### config.mk
export PLATFORM = sky130hd
export DESIGN_NAME = temporal_pulse_encoder
export DESIGN_NICKNAME = d
export VERILOG_FILES = /design/src/rtl/temporal_pulse_encoder_pkg.sv /design/src/rtl/temporal_pulse_encoder_channel.sv /design/src/rtl/temporal_pulse_encoder.sv
export SDC_FILE = /design/constraint.sdc
export NUM_CORES = 1
export LEC_CHECK = 0
export ABC_AREA = 1
export ABC_CLOCK_PERIOD_IN_PS = 2350
export BUFFER_PORTS_ARGS = -buffer_cell sky130_fd_sc_hd__buf_2
export CAP_MARGIN = 20
export CORE_MARGIN = 5
export CORE_UTILIZATION = 55
export CTS_CLUSTER_SIZE = 12
export DETAILED_ROUTE_END_ITERATION = 10
export HOLD_SLACK_MARGIN = 0.08
export PLACE_DENSITY = 0.74
export SYNTH_ARGS = -nofsm -noshare
export SYNTH_HDL_FRONTEND = slang
export SYNTH_SLANG_ARGS = --single-unit
### constraint.sdc
create_clock -name clock -period 2.35 [get_ports clock]
set_input_delay 0.1175 -clock clock [delete_from_list [all_inputs] [get_ports clock]]
set_output_delay 0.1175 -clock clock [all_outputs]
set_load 0.02 [all_outputs]
### src/rtl/temporal_pulse_encoder_pkg.sv
// Shared types and polarity helper for the temporal (race-logic) pulse encoder.
package temporal_enc_pkg;

    typedef enum logic {
        MODE_PULSE = 1'b0,
        MODE_STEP  = 1'b1
    } mode_t;

    typedef enum logic {
        S_IDLE = 1'b0,
        S_RUN  = 1'b1
    } state_t;

    // Map an internal "spike active" flag onto the physical line level.
    function automatic logic line_level(input logic active, input logic active_low);
        line_level = active ^ active_low;
    endfunction

endpackage

### src/rtl/temporal_pulse_encoder_channel.sv
// One output line: decides from the coming cycle's window position whether the
// spike for its latched value is active, and registers the resulting level.
module temporal_pulse_channel
    import temporal_enc_pkg::*;
#(
    parameter int unsigned VALUE_W    = 3,
    parameter int unsigned PULSE_LEN  = 1,
    parameter int unsigned ACTIVE_LOW = 1,
    parameter int unsigned NULL_MAX   = 1
) (
    input  logic               clock,
    input  logic               reset,
    input  logic [VALUE_W-1:0] value,
    input  mode_t              mode,
    input  logic [VALUE_W-1:0] t,
    input  logic               run,
    output logic               line
);

    localparam logic               LOW_IDLE   = (ACTIVE_LOW != 32'd0) ? 1'b1 : 1'b0;
    localparam logic               IDLE_LEVEL = LOW_IDLE;
    localparam logic [VALUE_W-1:0] NULL_CODE  = {VALUE_W{1'b1}};
    // Pulse end uses one extra bit so a late value with a long pulse truncates
    // at the window end instead of wrapping back to t = 0.
    localparam logic [VALUE_W:0]   PULSE_SPAN = (VALUE_W + 1)'(PULSE_LEN - 32'd1);

    logic             is_null_s;
    logic             reached_s;
    logic             in_pulse_s;
    logic             shape_s;
    logic             active_s;
    logic [VALUE_W:0] pulse_end_s;
    logic             line_r;

    // Spike shape for the cycle the register is about to present.
    always_comb begin
        is_null_s   = (NULL_MAX != 32'd0) && (value == NULL_CODE);
        reached_s   = (t >= value);
        pulse_end_s = {1'b0, value} + PULSE_SPAN;
        in_pulse_s  = ({1'b0, t} <= pulse_end_s);
        shape_s     = 1'b0;
        active_s    = 1'b0;
        case (mode)
            MODE_STEP:  shape_s = reached_s;
            MODE_PULSE: shape_s = reached_s && in_pulse_s;
            default:    shape_s = 1'b0;
        endcase
        if (run && !is_null_s) begin
            active_s = shape_s;
        end else begin
            active_s = 1'b0;
        end
    end

    // Registered line level; reset forces the idle level immediately.
    always_ff @(posedge clock or posedge reset) begin
        if (reset) begin
            line_r <= IDLE_LEVEL;
        end else begin
            line_r <= line_level(active_s, LOW_IDLE);
        end
    end

    assign line = line_r;

endmodule

### src/rtl/temporal_pulse_encoder.sv
// Multi-channel temporal pulse encoder: handshake, window FSM/timer and value
// latches; each channel turns its value v into a spike at window cycle t = v.
module temporal_pulse_encoder
    import temporal_enc_pkg::*;
#(
    parameter int unsigned CHANNELS   = 8,
    parameter int unsigned VALUE_W    = 3,
    parameter int unsigned PULSE_LEN  = 1,
    parameter int unsigned ACTIVE_LOW = 1,
    parameter int unsigned NULL_MAX   = 1
) (
    input  logic                         clock,
    input  logic                         reset,
    input  logic                         in_valid,
    output logic                         in_ready,
    input  logic [CHANNELS*VALUE_W-1:0]  in_values,
    input  logic                         in_mode,
    output logic [CHANNELS-1:0]          out_lines,
    output logic                         window_start,
    output logic                         window_done,
    output logic                         busy
);

    localparam logic [VALUE_W-1:0] T_FIRST = {VALUE_W{1'b0}};
    localparam logic [VALUE_W-1:0] T_LAST  = {VALUE_W{1'b1}};

    state_t                        state_r;
    state_t                        state_s;
    logic [VALUE_W-1:0]            t_r;
    logic [VALUE_W-1:0]            t_s;
    logic [CHANNELS*VALUE_W-1:0]   values_r;
    logic [CHANNELS*VALUE_W-1:0]   values_s;
    mode_t                         mode_r;
    mode_t                         mode_s;
    logic                          ready_s;
    logic                          accept_s;
    logic                          run_s;
    logic                          window_start_r;
    logic                          window_done_r;
    logic                          busy_r;

    // Ready when idle or on the last window cycle, so windows can chain with no gap.
    always_comb begin
        if ((state_r == S_IDLE) || (t_r == T_LAST)) begin
            ready_s = 1'b1;
        end else begin
            ready_s = 1'b0;
        end
        accept_s = in_valid && ready_s;
    end

    // Next state and window timer.
    always_comb begin
        state_s = state_r;
        t_s     = t_r;
        case (state_r)
            S_IDLE: begin
                t_s = T_FIRST;
                if (accept_s) begin
                    state_s = S_RUN;
                end else begin
                    state_s = S_IDLE;
                end
            end
            S_RUN: begin
                if (t_r == T_LAST) begin
                    t_s = T_FIRST;
                    if (accept_s) begin
                        state_s = S_RUN;
                    end else begin
                        state_s = S_IDLE;
                    end
                end else begin
                    state_s = S_RUN;
                    t_s     = t_r + VALUE_W'(1);
                end
            end
            default: begin
                state_s = S_IDLE;
                t_s     = T_FIRST;
            end
        endcase
    end

    // Next latched vector/mode; channels see these so their registered lines
    // line up with the timer value of the same cycle.
    always_comb begin
        if (accept_s) begin
            values_s = in_values;
            mode_s   = mode_t'(in_mode);
        end else begin
            values_s = values_r;
            mode_s   = mode_r;
        end
        run_s = (state_s == S_RUN);
    end

    // FSM, timer, latches and window status registers.
    always_ff @(posedge clock or posedge reset) begin
        if (reset) begin
            state_r        <= S_IDLE;
            t_r            <= T_FIRST;
            values_r       <= {(CHANNELS*VALUE_W){1'b0}};
            mode_r         <= MODE_PULSE;
            window_start_r <= 1'b0;
            window_done_r  <= 1'b0;
            busy_r         <= 1'b0;
        end else begin
            state_r        <= state_s;
            t_r            <= t_s;
            values_r       <= values_s;
            mode_r         <= mode_s;
            window_start_r <= run_s && (t_s == T_FIRST);
            window_done_r  <= run_s && (t_s == T_LAST);
            busy_r         <= run_s;
        end
    end

    for (genvar i = 0; i < CHANNELS; i++) begin : g_chan
        temporal_pulse_channel #(
            .VALUE_W    (VALUE_W),
            .PULSE_LEN  (PULSE_LEN),
            .ACTIVE_LOW (ACTIVE_LOW),
            .NULL_MAX   (NULL_MAX)
        ) u_chan (
            .clock (clock),
            .reset (reset),
            .value (values_s[i*VALUE_W +: VALUE_W]),
            .mode  (mode_s),
            .t     (t_s),
            .run   (run_s),
            .line  (out_lines[i])
        );
    end

    assign in_ready     = ready_s;
    assign window_start = window_start_r;
    assign window_done  = window_done_r;
    assign busy         = busy_r;

endmodule

==> metrics <==
Fin Setup TNS=0 ns; most common cell after layout, fill and taps aside=nand2_1; Synth Register Bits=39; Starting Density=57.1%; number of global-route vias before repair=1949; Synth Instances=330; hold path cells=2; Area contributors post-synth=dfrtp_1, nand2_1, nand3_1; Slew Limit Fails=0; worst path arrival time=2.36 ns; reg-to-reg slack, setup=0.22 ns; Filler cells=405; vias post-DR=2114; initial antenna violation count=0; syn avg cell area=7.58 um2; Routed WL per cell=12.9 um; crit-path max FO=9; htree depth=2; Layout area overhead=11.4%; drt total wl=5.46 mm; CTS tree=yes; Slew @ Worst Pin=0.496 ns; CTS Buffer Depth=2; FF-to-FF path depth=12; drt initial violations=118; I/O Buffers=39; Startpoint Class=flop; Setup Viol. Count Final=0; most frequent cells in the layout=nand2_1, inv_1, nand3_1; Hold Crit Start=in_values[17]; Post-Syn Area=0.00250 mm2; Num CTS Buffers=5; CTS Sinks=39; Final period util=90.5%; die area=0.00600 mm2; antenna fix cells=0; top cell type by total area after synthesis=dfrtp_1; core box area=0.00438 mm2; GRT Resource Usage Total=18.6%; synth warn=0; worst r2r src=t_r[0]$_DFF_PP0_; 1st-pass router iterations=4; Netlist cell types=26; worst hold path class=in2reg; sequential share of the synthesized area=39.4%; Worst Setup End Kind=flop; Rel. slew slack=66.9%; global-route wire length before repair=9.06 mm; min Tclk post-route=2.13 ns; Req. time, crit path=2.58 ns; Critical Path Start=t_r[0]$_DFF_PP0_; via-per-instance ratio=5.01; DIE HEIGHT=77.5 um; number of flops mapped to enable cells by yosys=0; top_reg_cell synth=dfrtp_1; # DRC=0; endpoints failing hold=0; gp weighted congestion=0.837; HPWL after detailed placement=3.58 mm; chip width=77.5 um; post-synth top area share=31.0%; largest net degree at the start of global routing=40; status=complete, no violations; max_cap viols=0; FP Rows=24; Final ANT Viol Nets=0; RSZ-0062 raised after global routing=true; fmax=470 MHz; Reg clk slew, reported paths=0.08 ns; critical path class=reg2reg; Synth Net Count=375; IO Pins=40; RR Endpoint=g_chan[0].u_chan.line$_DFF_PP1_; fin nets=414; leakage power=0.00165 uW; pwr dens=1660 mW/mm2; Skew-Pair Late Insertion Delay=0.29 ns; Critical Path Sink=g_chan[0].u_chan.line$_DFF_PP1_; clk_skew=0.00325 ns; share of cells above drive strength 1=22.4%; GRT overflow=0; Peak VDD IR=0.875 mV; Post-synth ARST share=100%; worst hold slack=0.0850 ns; root buf cell=clkbuf_8
[per-layer routing]
metal	track usage (%)	up-vias	share of wire, %
met4	5.67	0	2.0
li1	-	1109	-
met1	24.6	946	45
met5	0	-	0
met3	4.75	11	6.1
met2	30.1	48	47
[how the worst min path moves through the flow]
stage	slack, ns	to
4_1_cts	0.08	values_r[17]$_DFF_PP0_
3_3_place_gp	0.26	values_r[1]$_DFF_PP0_
6_report	0.08	values_r[17]$_DFF_PP0_
2_1_floorplan	0.27	values_r[2]$_DFF_PP0_
5_1_grt	0.1	values_r[14]$_DFF_PP0_
3_5_place_dp	0.27	values_r[0]$_DFF_PP0_
[power by group]
part	switching, uW	internal (uW)
Clock	244	203
Sequential	104	1040
Combinational	1950	1100
[synthesized netlist by cell type (3+ instances only)]
master   number
nand2_1      93
buf_4        11
o21a_1        7
nand3_1      60
dfstp_2       8
dfrtp_1      31
ha_1         17
nand2_2       9
inv_1        64
buf_6         3
nand4_1       7
buf_2         3
[cells by family after synthesis]
logic type	count (synthesis)	share of synthesized area [%]
flip-flops	39	39.4
AND/OR/NAND/NOR	175	32.0
adder cells (fa/ha/maj)	17	8.50
buffers and inverters	85	16.1
AO/OA/AOI/OAI	14	3.90
[sequential cells by signal, indices dropped and copies added, names as in the netlist]
name,cells
values_r,24
g_chan.u_chan.line,8
window_start,1
mode_r,1
busy,1
window_done,1
t_r,3
[repair_timing]
item                                    CTS  global route
endpoints found under the hold margin    31             0
buffers inserted                          0             3
hold buffers                              1             0
resized for setup                         0             1
endpoints found under the setup margin    0             8
[per-stage QoR]
step / cells / utilization [%] / cell area (um2) / total power (uW) / setup WS [ns]
floorplan: 330 / - / 2500 / 3640 / 0.231
finish: 422 / 63.6 / 2790 / 4640 / 0.223
global placement: 408 / 60.4 / 2650 / 4070 / 0.214
CTS: 417 / 62.6 / 2740 / 4610 / 0.129
global route: 422 / 63.6 / 2790 / 5190 / -0.0200
detailed placement: 408 / 60.4 / 2650 / 4150 / 0.143
[area by class of cell]
cell class | count | area (um2) | share of cell area [%]
multi-input cells | 208 | 1130 | 40.7
repair buffers | 48 | 265 | 9.52
flip-flops and latches | 39 | 986 | 35.4
inverters | 67 | 253 | 9.07
well taps | 52 | 65.1 | 2.33
clock inverters | 3 | 15.0 | 0.539
clock buffers | 5 | 68.8 | 2.47
[worst max-delay path, cell delays in order (launching register included)]
cell and delay, ns:
dfrtp_1 0.39, ha_1 0.20, ha_1 0.17, inv_1 0.10, nand2_4 0.12, nand2_4 0.18
buf_4 0.18, nand2_1 0.05, nand2_1 0.09, ha_1 0.24, o21ai_0 0.17, nand3_1 0.09
nand3_1 0.09
No activity file was read; power rests on OpenSTA's default activity.
